<file path="config.mk">
export PLATFORM = sky130hd
export DESIGN_NAME = ioctl_loader_flat
export DESIGN_NICKNAME = d
export VERILOG_FILES = /design/src/rtl/ioctl_loader_if.sv /design/src/rtl/ioctl_loader.sv /design/src/flat_wrapper.sv
export SDC_FILE = /design/constraint.sdc
export NUM_CORES = 1
export LEC_CHECK = 0
export BUFFER_PORTS_ARGS = -buffer_cell sky130_fd_sc_hd__buf_4
export CAP_MARGIN = 20
export CELL_PAD_IN_SITES_DETAIL_PLACEMENT = 1
export CELL_PAD_IN_SITES_GLOBAL_PLACEMENT = 2
export CORE_MARGIN = 4
export CORE_UTILIZATION = 35
export DETAILED_ROUTE_END_ITERATION = 7
export PLACE_DENSITY = 0.58
export SLEW_MARGIN = 15
export SYNTH_ARGS = -nofsm -noshare
export SYNTH_HDL_FRONTEND = slang
export SYNTH_SLANG_ARGS = --single-unit
</file>
<file path="constraint.sdc">
create_clock -name clk_sys -period 12.74 [get_ports clk_sys]
set_input_delay 0.637 -clock clk_sys [delete_from_list [all_inputs] [get_ports clk_sys]]
set_output_delay 0.637 -clock clk_sys [all_outputs]
set_load 0.01 [all_outputs]
</file>
<file path="src/rtl/ioctl_loader_if.sv">
// HPS ioctl download stream in, dn_* memory load bus and status out.
// master = emu top/system side, slave = ioctl_loader.
interface ioctl_loader_if #(
  parameter int AW = 17
);
  logic          ioctl_download;
  logic          ioctl_wr;
  logic [24:0]   ioctl_addr;
  logic [7:0]    ioctl_dout;
  logic [7:0]    ioctl_index;
  logic          ioctl_wait;
  logic          dn_ce;
  logic [AW-1:0] dn_addr;
  logic [7:0]    dn_data;
  logic [7:0]    dn_index;
  logic          dn_wr;
  logic          dn_busy;
  logic          overflow;
  logic [24:0]   byte_count;

  modport master (
    output ioctl_download, ioctl_wr, ioctl_addr, ioctl_dout, ioctl_index, dn_ce,
    input  ioctl_wait, dn_addr, dn_data, dn_index, dn_wr, dn_busy, overflow, byte_count
  );

  modport slave (
    input  ioctl_download, ioctl_wr, ioctl_addr, ioctl_dout, ioctl_index, dn_ce,
    output ioctl_wait, dn_addr, dn_data, dn_index, dn_wr, dn_busy, overflow, byte_count
  );
endinterface

</file>
<file path="src/rtl/ioctl_loader.sv">
// Buffers ioctl download bytes in a FIFO and replays them as dn_wr pulses paced by dn_ce.
// Latency: byte sampled at edge t -> dn_wr high in the cycle after edge t+1 (empty FIFO, dn_ce high).
// Backpressure: ioctl_wait at HI_WM occupancy; bytes arriving while full are dropped and flagged.
module ioctl_loader #(
  parameter int DEPTH = 16,
  parameter int AW    = 17,
  parameter int HI_WM = 12,
  parameter int HOLD  = 8
) (
  input  logic         clk_sys,
  input  logic         reset_n,
  ioctl_loader_if.slave bus
);
  localparam int PW = $clog2(DEPTH);
  localparam int EW = AW + 16;
  localparam int HW = (HOLD > 1) ? $clog2(HOLD) : 1;
  localparam logic [25:0] ADDR_LIM = 26'(1) << AW;
  localparam logic [PW:0] WM = (PW+1)'(HI_WM);

  localparam logic [1:0] S_IDLE  = 2'd0;
  localparam logic [1:0] S_LOAD  = 2'd1;
  localparam logic [1:0] S_DRAIN = 2'd2;
  localparam logic [1:0] S_HOLD  = 2'd3;

  logic [EW-1:0] mem [DEPTH];
  logic [PW:0]   wr_ptr, rd_ptr;
  logic [PW:0]   occ, occ_nxt;
  logic [EW-1:0] rd_entry;
  logic          full, empty, in_range, push_req, push, pop, drop;
  logic          dl_q, dl_rise;
  logic [1:0]    state, state_nxt;
  logic [HW-1:0] hold_cnt;

  assign full     = (wr_ptr[PW] != rd_ptr[PW]) && (wr_ptr[PW-1:0] == rd_ptr[PW-1:0]);
  assign empty    = (wr_ptr == rd_ptr);
  assign in_range = ({1'b0, bus.ioctl_addr} < ADDR_LIM);
  assign push_req = bus.ioctl_download && bus.ioctl_wr && in_range;
  assign pop      = bus.dn_ce && !empty;
  // A pop in the same cycle frees the slot, so a full FIFO can still accept.
  assign push     = push_req && (!full || pop);
  assign drop     = push_req && full && !pop;
  assign dl_rise  = bus.ioctl_download && !dl_q;
  assign occ      = wr_ptr - rd_ptr;
  assign occ_nxt  = occ + (PW+1)'(push) - (PW+1)'(pop);
  assign rd_entry = mem[rd_ptr[PW-1:0]];
  assign bus.dn_busy = (state != S_IDLE);

  always_comb begin
    state_nxt = state;
    case (state)
      S_IDLE:  if (dl_rise) state_nxt = S_LOAD;
      S_LOAD:  if (!bus.ioctl_download) state_nxt = S_DRAIN;
      S_DRAIN: begin
        if (dl_rise)
          state_nxt = S_LOAD;
        else if (empty && !bus.dn_wr)
          state_nxt = (HOLD == 1) ? S_IDLE : S_HOLD;
      end
      default: begin
        if (dl_rise)
          state_nxt = S_LOAD;
        else if (hold_cnt <= HW'(1))
          state_nxt = S_IDLE;
      end
    endcase
  end

  always_ff @(posedge clk_sys) begin
    if (push)
      mem[wr_ptr[PW-1:0]] <= {bus.ioctl_addr[AW-1:0], bus.ioctl_dout, bus.ioctl_index};
  end

  always_ff @(posedge clk_sys or negedge reset_n) begin
    if (!reset_n) begin
      wr_ptr         <= '0;
      rd_ptr         <= '0;
      dl_q           <= 1'b0;
      state          <= S_IDLE;
      hold_cnt       <= '0;
      bus.ioctl_wait <= 1'b0;
      bus.dn_addr    <= '0;
      bus.dn_data    <= '0;
      bus.dn_index   <= '0;
      bus.dn_wr      <= 1'b0;
      bus.overflow   <= 1'b0;
      bus.byte_count <= '0;
    end else begin
      dl_q  <= bus.ioctl_download;
      state <= state_nxt;
      if (push)
        wr_ptr <= wr_ptr + 1'b1;
      if (pop) begin
        rd_ptr       <= rd_ptr + 1'b1;
        bus.dn_addr  <= rd_entry[EW-1:16];
        bus.dn_data  <= rd_entry[15:8];
        bus.dn_index <= rd_entry[7:0];
      end
      bus.dn_wr      <= pop;
      bus.ioctl_wait <= (state_nxt != S_IDLE) && (occ_nxt >= WM);
      // A drop on the start cycle belongs to the new download, so set wins.
      bus.overflow   <= (bus.overflow && !dl_rise) || drop;
      if (dl_rise)
        bus.byte_count <= '0;
      else if (bus.dn_wr)
        bus.byte_count <= bus.byte_count + 25'd1;
      if (state == S_DRAIN && state_nxt == S_HOLD)
        hold_cnt <= HW'(HOLD - 1);
      else if (state == S_HOLD)
        hold_cnt <= hold_cnt - HW'(1);
    end
  end
endmodule

</file>
<file path="src/flat_wrapper.sv">
// flat-port wrapper written by rule: the top's interface ports become plain ports
module ioctl_loader_flat 
#(
  parameter int DEPTH = 16,
  parameter int AW    = 17,
  parameter int HI_WM = 12,
  parameter int HOLD  = 8
)
  (clk_sys, reset_n, bus_ioctl_download, bus_ioctl_wr, bus_ioctl_addr, bus_ioctl_dout, bus_ioctl_index, bus_dn_ce, bus_ioctl_wait, bus_dn_addr, bus_dn_data, bus_dn_index, bus_dn_wr, bus_dn_busy, bus_overflow, bus_byte_count);
  ioctl_loader_if #(.AW(AW)) bus_i ();
  input  logic clk_sys;
  input  logic reset_n;
  input wire logic [$bits(bus_i.ioctl_download)-1:0] bus_ioctl_download;
  input wire logic [$bits(bus_i.ioctl_wr)-1:0] bus_ioctl_wr;
  input wire logic [$bits(bus_i.ioctl_addr)-1:0] bus_ioctl_addr;
  input wire logic [$bits(bus_i.ioctl_dout)-1:0] bus_ioctl_dout;
  input wire logic [$bits(bus_i.ioctl_index)-1:0] bus_ioctl_index;
  input wire logic [$bits(bus_i.dn_ce)-1:0] bus_dn_ce;
  output wire logic [$bits(bus_i.ioctl_wait)-1:0] bus_ioctl_wait;
  output wire logic [$bits(bus_i.dn_addr)-1:0] bus_dn_addr;
  output wire logic [$bits(bus_i.dn_data)-1:0] bus_dn_data;
  output wire logic [$bits(bus_i.dn_index)-1:0] bus_dn_index;
  output wire logic [$bits(bus_i.dn_wr)-1:0] bus_dn_wr;
  output wire logic [$bits(bus_i.dn_busy)-1:0] bus_dn_busy;
  output wire logic [$bits(bus_i.overflow)-1:0] bus_overflow;
  output wire logic [$bits(bus_i.byte_count)-1:0] bus_byte_count;
  assign bus_i.ioctl_download = bus_ioctl_download;
  assign bus_i.ioctl_wr = bus_ioctl_wr;
  assign bus_i.ioctl_addr = bus_ioctl_addr;
  assign bus_i.ioctl_dout = bus_ioctl_dout;
  assign bus_i.ioctl_index = bus_ioctl_index;
  assign bus_i.dn_ce = bus_dn_ce;
  assign bus_ioctl_wait = bus_i.ioctl_wait;
  assign bus_dn_addr = bus_i.dn_addr;
  assign bus_dn_data = bus_i.dn_data;
  assign bus_dn_index = bus_i.dn_index;
  assign bus_dn_wr = bus_i.dn_wr;
  assign bus_dn_busy = bus_i.dn_busy;
  assign bus_overflow = bus_i.overflow;
  assign bus_byte_count = bus_i.byte_count;
  ioctl_loader #(.DEPTH(DEPTH), .AW(AW), .HI_WM(HI_WM), .HOLD(HOLD)) u_core (.clk_sys(clk_sys), .reset_n(reset_n), .bus(bus_i));
endmodule
</file>
==> qor.yml, run 1 <==
critical_path:
  worstPathCellList: "buf_4 -> ha_1 -> and2_1 -> nand4_1 -> nand2_4 -> fa_1 -> inv_1 -> fa_1 -> inv_1 -> ha_1 -> inv_1 -> fa_1 -> xor2_1 -> o22ai_1 -> a21oi_1 -> a41oi_1"
  crit_path_end_kind: "flop"
  r2r_end: "u_core.bus.ioctl_wait"
  cp-start-kind: "flop"
  crit_cells: 16
  worstSetupEndpoint: "u_core.bus.ioctl_wait"
  reg2reg_slack_ps: 8070
  r2r_cells: 16
  max_stage_delay_ps: 740
  path_buf_inv: 4
  crit_arrival_ps: 5170
  slowest_stage: "buf_4"
  worst-setup-path-type: "flop to flop"
  cp_top_family: "adder cells"
  crit_start: "u_core.rd_ptr[3]"
  r2r_start: "u_core.rd_ptr[3]"
  cp_max_fo: 69
  required_ps: 13240
detailed_routing:
  avgViaCountPerCell: 5.118
  wl_per_cell_um: 24.85
  drtAntennaViolNets: 0
  firstDrtPassIters: 5
  routed_wl_mm: 57.65
  drc_errors: 0
  vias: 11870
  drt_iter0_markers: 905
placed_design:
  hpwl_mm: 30.83
  gp_congestion: 0.7078
  place_area_mm2: 0.02562
  preCtsSetupSlack_ps: 7967
  portBuffers: 107
global_routing:
  grt_pass1_wl_mm: 86.15
  grtUsageMet3_pct: 2.783
  use_met2_pct: 26.43
  grt_max_degree: 70
  gr-total-overflow: 0
  grt_most_used_layer: "met2"
  grt_pass1_vias: 12960
  grt_use_total_pct: 16.31
  gr-usage-met1_pct: 23.17
  antenna_found_initial: 1
power:
  leakagePower_nw: 9.404
  switchingPower_mw: 1.600
  swShare_pct: 28.11
  clkPwrFrac_pct: 34.7
  seq_power_share_pct: 41.2
  combPwrFrac_pct: 24.2
  powerDensity_mw_per_mm2: 204.0
  p_int_mw: 4.091
  ir_drop_mv: 0.09498
flow_run:
  maxCapViolCount: 0
clocking:
  htree_levels: 3
  post_cts_resized: 0
  insertion_delay_ps: 610
  cts_setup_buffers: 0
  cts-root-buf: "clkbuf_16"
  cts.clk_slew.worst_paths_ps: 60
  cts_tree: "built"
  postCtsHoldBufs: 1
  clk_path_buf_depth: 3
  cts_buffers: 69
  clkSinkCount: 605
floorplan:
  start_util_pct: 35.28
  boundaryPins: 108
  die_x_um: 268.0
  dieArea_mm2: 0.07181
  die_y_um: 268.0
  core_mm2: 0.06704
  placementRows: 95
logic_synthesis:
  syn_avg_cell_area_um2: 18.94
  yosys_warnings: 0
  syn_area_mm2: 0.02365
  async_flop_share_pct: 12.73
  yosysTopAreaCellShare_pct: 67.03
  ys_seq_elements: 605
  synth_edf_count: 528
  syn_inst: 1249
  synthFlopType: "edfxtp_1"
  synth.distinct_cells: 46
  yosys-top-cells-area: "edfxtp_1 (67%), mux4_2 (13%), dfrtp_1 (8.1%), nand2_1 (2.0%), mux2_2 (1.6%)"
  synth_top_area_cell: "edfxtp_1"
  synth_nets: 1313
  synth_seq_area_share_pct: 75.18
sta:
  worstMarginPinSlew_ps: 1046
  fin_crit_sh_pct: 36.66
  rsz0062_at_grt: "no"
  tns_ps: 0
  slew_violations: 0
  hold_slack_ps: 182.8
  hold_viol_final: 0
  maxSlewHeadroom_pct: 30.29
  period_minus_slack_ps: 4671
  fin_ws_ps: 8069
  fin_skew_ps: 22.46
  setup_viol: 0
  max_freq_ghz: 0.2141
layout:
  final_nets: 1456
  final_cell_area_mm2: 0.02790
  num_antenna_cells: 0
  syn_to_final_growth_pct: 17.93
  fill_cells: 6447
  drive_above_1_share_pct: 29.65
worst_hold_path:
  hp-class: "input pin to flop"
outcome:
  outcome: "complete, no violations"
worst min-delay path by stage:
| stage | from | to | slack, ps | cells past startpoint |
|---|---|---|---|---|
| after global placement | u_core.bus.dn_addr[8] | u_core.bus.dn_addr[8] | 470 | 2 |
| after global routing | bus_ioctl_download | u_core.dl_q | 160 | 1 |
| after floorplan | reset_n | u_core.bus.byte_count[0] | 340 | 0 |
| after detailed placement | u_core.bus.dn_addr[8] | u_core.bus.dn_addr[8] | 470 | 2 |
| after CTS | bus_ioctl_download | u_core.dl_q | 130 | 1 |
| final | bus_ioctl_download | u_core.dl_q | 180 | 1 |
layout make-up:
cell class / instances / area [µm²] / area share [%]
Clock buffer: 98 / 1979 / 7.096
Clock inverter: 28 / 287.8 / 1.032
Inverter: 18 / 67.56 / 0.2422
Multi-Input combinational cell: 561 / 5643 / 20.23
Sequential cell: 605 / 17790 / 63.79
Tap cell: 873 / 1092 / 3.916
Timing Repair Buffer: 137 / 1031 / 3.696
layout by cell type, fill, tap and decap left out, drive strengths merged, types with 6 or more instances in the layout:
| master | instances |
|---|---|
| edfxtp | 528 |
| buf | 136 |
| mux4 | 132 |
| nand2 | 125 |
| clkbuf | 98 |
| dfrtp | 77 |
| o21ai | 73 |
| nand3 | 45 |
| nor2 | 41 |
| mux2 | 33 |
| xnor2 | 20 |
| inv | 20 |
| clkinv | 19 |
| xor2 | 17 |
| ha | 15 |
| nand4 | 12 |
| nor3 | 8 |
| a21oi | 6 |
per-stage QoR:
| step | std cells | total power, mW | util [%] |
|---|---|---|---|
| after global placement | 2191 | 3.798 | 38.19 |
| final | 2320 | 5.690 | 41.61 |
| after detailed placement | 2193 | 3.813 | 38.21 |
| after floorplan | 1249 | 3.336 | - |
| after global routing | 2320 | 6.019 | 41.61 |
| after CTS | 2320 | 5.812 | 41.61 |
cells in the mapped netlist, drive strengths merged, types with 2 or more instances:
cell / n
nor2b: 2
fa: 3
and3: 5
xor2: 17
inv: 17
dfrtp: 77
nand4: 12
and4: 4
mux2: 33
a21oi: 6
ha: 15
xnor2: 20
nor2: 41
nand3: 45
nand2b: 2
nand2: 125
clkbuf: 33
buf: 32
edfxtp: 528
o21ai: 73
mux4: 132
nor3: 8
a41oi: 2
logic make-up after synthesis:
group,after synthesis,share of synthesized area (%)
buf+inv,83,1.444
xor+xnor,37,1.370
flops,605,75.18
fa+ha+maj,18,1.047
compound gates,89,2.047
mux,166,14.18
simple gates,251,4.734
per-layer routing:
metal  wire length, µm  vias to the layer above  part of all wire [%]
met5                13                        -                 0.023
met2             27760                      218                    48
li1                  -                     5211                     -
met3              2235                       51                   3.9
met4               788                        2                   1.4
met1             26860                     6391                    47
state kept, by name, indices dropped and copies added (netlist names):
register               count
u_core.bus.dn_addr        17
u_core.bus.overflow        1
u_core.state               2
u_core.bus.dn_index        8
u_core.bus.ioctl_wait      1
u_core.bus.dn_wr           1
u_core.hold_cnt            3
u_core.bus.byte_count     25
u_core.wr_ptr              5
u_core.mem               528
u_core.dl_q                1
u_core.rd_ptr              5
u_core.bus.dn_data         8
power groups by stage:
stage          logic (mW)  clock network [mW]  registers [mW]
6_report             1.38                1.97            2.34
5_1_grt              1.53                2.13            2.36
4_1_cts              1.43                2.04            2.35
3_5_place_dp         1.43                   0            2.39
3_3_place_gp         1.41                   0            2.39
2_1_floorplan       0.992                   0            2.34
(Power assumes the default switching activity.)
==> inputs of run 2 (changes only) <==
PLACE_DENSITY = 0.61   (was 0.58)
clock period = 4.21 ns   (was 12.74 ns; I/O delays follow)
==> run 2 against run 1 <==
Net effect:
- register-to-register slack got worse by 7400 ps
- non-clock buffer count increased by 39
- worst setup slack got worse by 7400 ps
- die area unchanged
- sequential power increased to 3.0 times the previous value
- critical path depth decreased by 1
- sequential share of layout area decreased by 1.1 points
- clock-buffer cell count decreased by 11
- clock skew increased by 3.6 ps
- largest cell class unchanged
==> qor.yml, run 2 (synthesis gave the netlist of run 1 again) <==
critical_path:
  cp-start-kind: "flop"
  required_ps: 4710  # -8530 ps
  slowest_stage: "dfrtp_4"
  worstPathCellList: "ha_1 -> and2_1 -> nand4_1 -> nand2_4 -> fa_1 -> inv_1 -> fa_1 -> inv_1 -> ha_1 -> inv_1 -> fa_1 -> xor2_1 -> o22ai_1 -> a21oi_1 -> a41oi_1"
  crit_arrival_ps: 3990  # -1180 ps
  reg2reg_slack_ps: 710  # -7350 ps
  crit_path_end_kind: "flop"
  max_stage_delay_ps: 490  # -250 ps
  r2r_cells: 15  # -1
  worst-setup-path-type: "flop to flop"
  r2r_start: "u_core.rd_ptr[2]"
  cp_max_fo: 3  # -96%
  r2r_end: "u_core.bus.ioctl_wait"
detailed_routing:
  avgViaCountPerCell: 5.106  # -0.23%
  drc_errors: 0  # unchanged
  drtAntennaViolNets: 0  # unchanged
  drt_iter0_markers: 680  # -25%
  routed_wl_mm: 56.59  # -1.8%
  firstDrtPassIters: 4  # -1
  vias: 12050  # +1.4%
  wl_per_cell_um: 23.99  # -3.5%
clocking:
  cts_tree: "built"
  clkSinkCount: 605  # unchanged
  insertion_delay_ps: 600  # about the same
  htree_levels: 3  # unchanged
  cts-root-buf: "clkbuf_16"
  clk_path_buf_depth: 3  # unchanged
  cts_buffers: 68  # -1.4%
  cts.clk_slew.worst_paths_ps: 60  # about the same
floorplan:
  start_util_pct: 35.28  # unchanged
  die_y_um: 268.0  # unchanged
  core_mm2: 0.06704  # unchanged
  dieArea_mm2: 0.07181  # unchanged
  boundaryPins: 108  # unchanged
  placementRows: 95  # unchanged
  die_x_um: 268.0  # unchanged
placed_design:
  portBuffers: 107  # unchanged
  placedCellCount: 2195  # +0.091%
  gp_congestion: 0.6979  # -1.4%
  hpwl_mm: 29.39  # -4.7%
  preCtsSetupSlack_ps: 696.4  # -7271 ps
sta:
  fin_ws_ps: 714.1  # -7355 ps
  fin_crit_sh_pct: 83.04  # +46 points
  hold_viol_final: 0  # unchanged
  maxSlewHeadroom_pct: 34.89  # +4.6 points
  fin_skew_ps: 26.07  # +3.609 ps
  worstMarginPinSlew_ps: 976.7  # -68.92 ps
  rsz0062_at_grt: "no"
  slew_violations: 0  # unchanged
  hold_slack_ps: 122.0  # -60.81 ps
  max_freq_ghz: 0.2860  # +34%
  period_minus_slack_ps: 3496  # -1175 ps
  setup_viol: 0  # unchanged
  tns_ps: 0  # unchanged
layout:
  final_nets: 1494  # +2.6%
  final_cells: 2359  # +1.7%
  final_core_util_pct: 42.33  # +0.72 points
  syn_to_final_growth_pct: 19.98
  largest_reg_flops: 528  # unchanged
  layout_commonest_cell: "edfxtp_1"
  drive_above_1_share_pct: 28.93  # -0.72 points
  most-common-layout-cells: "edfxtp_1 (528), mux4_2 (132), buf_4 (126)"
global_routing:
  grt_use_total_pct: 16.02  # -0.29 points
  gr-total-overflow: 0  # unchanged
  grt_pass1_wl_mm: 85.90  # -0.29%
  grt_pass1_vias: 13170  # +1.6%
  antenna_found_initial: 3  # +2
  grt_max_degree: 136  # +94%
power:
  leakagePower_nw: 9.589  # +2.0%
  powerDensity_mw_per_mm2: 604.1  # +200%
  ir_drop_mv: 0.6042  # +540%
flow_run:
  maxCapViolCount: 0  # unchanged
worst_hold_path:
  hp-class: "input pin to async pin"
outcome:
  outcome: "complete, no violations"
[run 2: cell types whose count changed in the layout (fill, tap and decap cells not counted), sizes merged]
cell	delta
dlygate4sd3	+36
clkbuf	-11
clkinv	+7
buf	+3
diode	+3
clkinvlp	-2
inv	+2
bufinv	+1
[run 2: timing repair]
| item | in CTS | in global routing |
|---|---|---|
| buffers inserted | 0 | 0 |
| gates resized for setup | 0 | 0 |
| hold buffers | 37 | 0 |
| endpoints found under the hold margin | 589 | 0 |
[run 2: how the worst max path moves through the flow]
stage                           from               endpoint  slack (ps)  cells after the start
finish              u_core.rd_ptr[2]  u_core.bus.ioctl_wait         710                     15
global route        u_core.rd_ptr[2]  u_core.bus.ioctl_wait         410                     15
CTS                 u_core.rd_ptr[2]  u_core.bus.ioctl_wait         710                     15
detailed placement  u_core.rd_ptr[2]  u_core.bus.ioctl_wait         700                     15
global placement    u_core.rd_ptr[2]  u_core.bus.ioctl_wait         770                     15
floorplan           u_core.wr_ptr[2]       u_core.mem[0][0]        -260                      7
[run 2: per-stage QoR]
step                cell area [µm²]  power [mW]
finish                        28380       17.14
global route                  28380       18.13
CTS                           28350       17.49
detailed placement            25790       11.53
global placement              25790       11.50
floorplan                     23660       10.09
[run 2: power breakdown]
group / switching, mW / internal, mW / leakage [nW] / total [mW]
logic: 2.28 / 2.07 / 2.79 / 4.35
clock network: 2.37 / 3.47 / 1.08 / 5.84
registers: 0.191 / 6.76 / 5.72 / 6.95
[run 2: area by class of cell]
cell class                      instances  area (µm²)
Clock buffer                           87        1837
Fill cell                            6406       38660
Timing Repair Buffer                  176        1584
Antenna cell                            3       7.507
Sequential cell                       605       17790
Clock inverter                         36       349.1
Inverter                               18       67.56
Multi-Input combinational cell        561        5649
Tap cell                              873        1092
[run 2: metal layers]
metal	global-route usage, %	part of all wire, %	up-vias	wire length, µm
met5	0	0	-	0
met4	3.991	1.5	0	854
met3	2.527	3.8	61	2149
li1	-	-	5297	-
met2	26.09	48	219	27360
met1	22.86	46	6468	26230
[run 2: worst max-delay path: cells and delay by family, from the launching register on]
family / cells / cell delay, ps
AO/OA/AOI/OAI: 3 / 360
XOR/XNOR: 1 / 150
AND/OR/NAND/NOR: 3 / 480
adder cells (fa/ha/maj): 5 / 1720
buffers and inverters: 3 / 210
flip-flops: 1 / 490
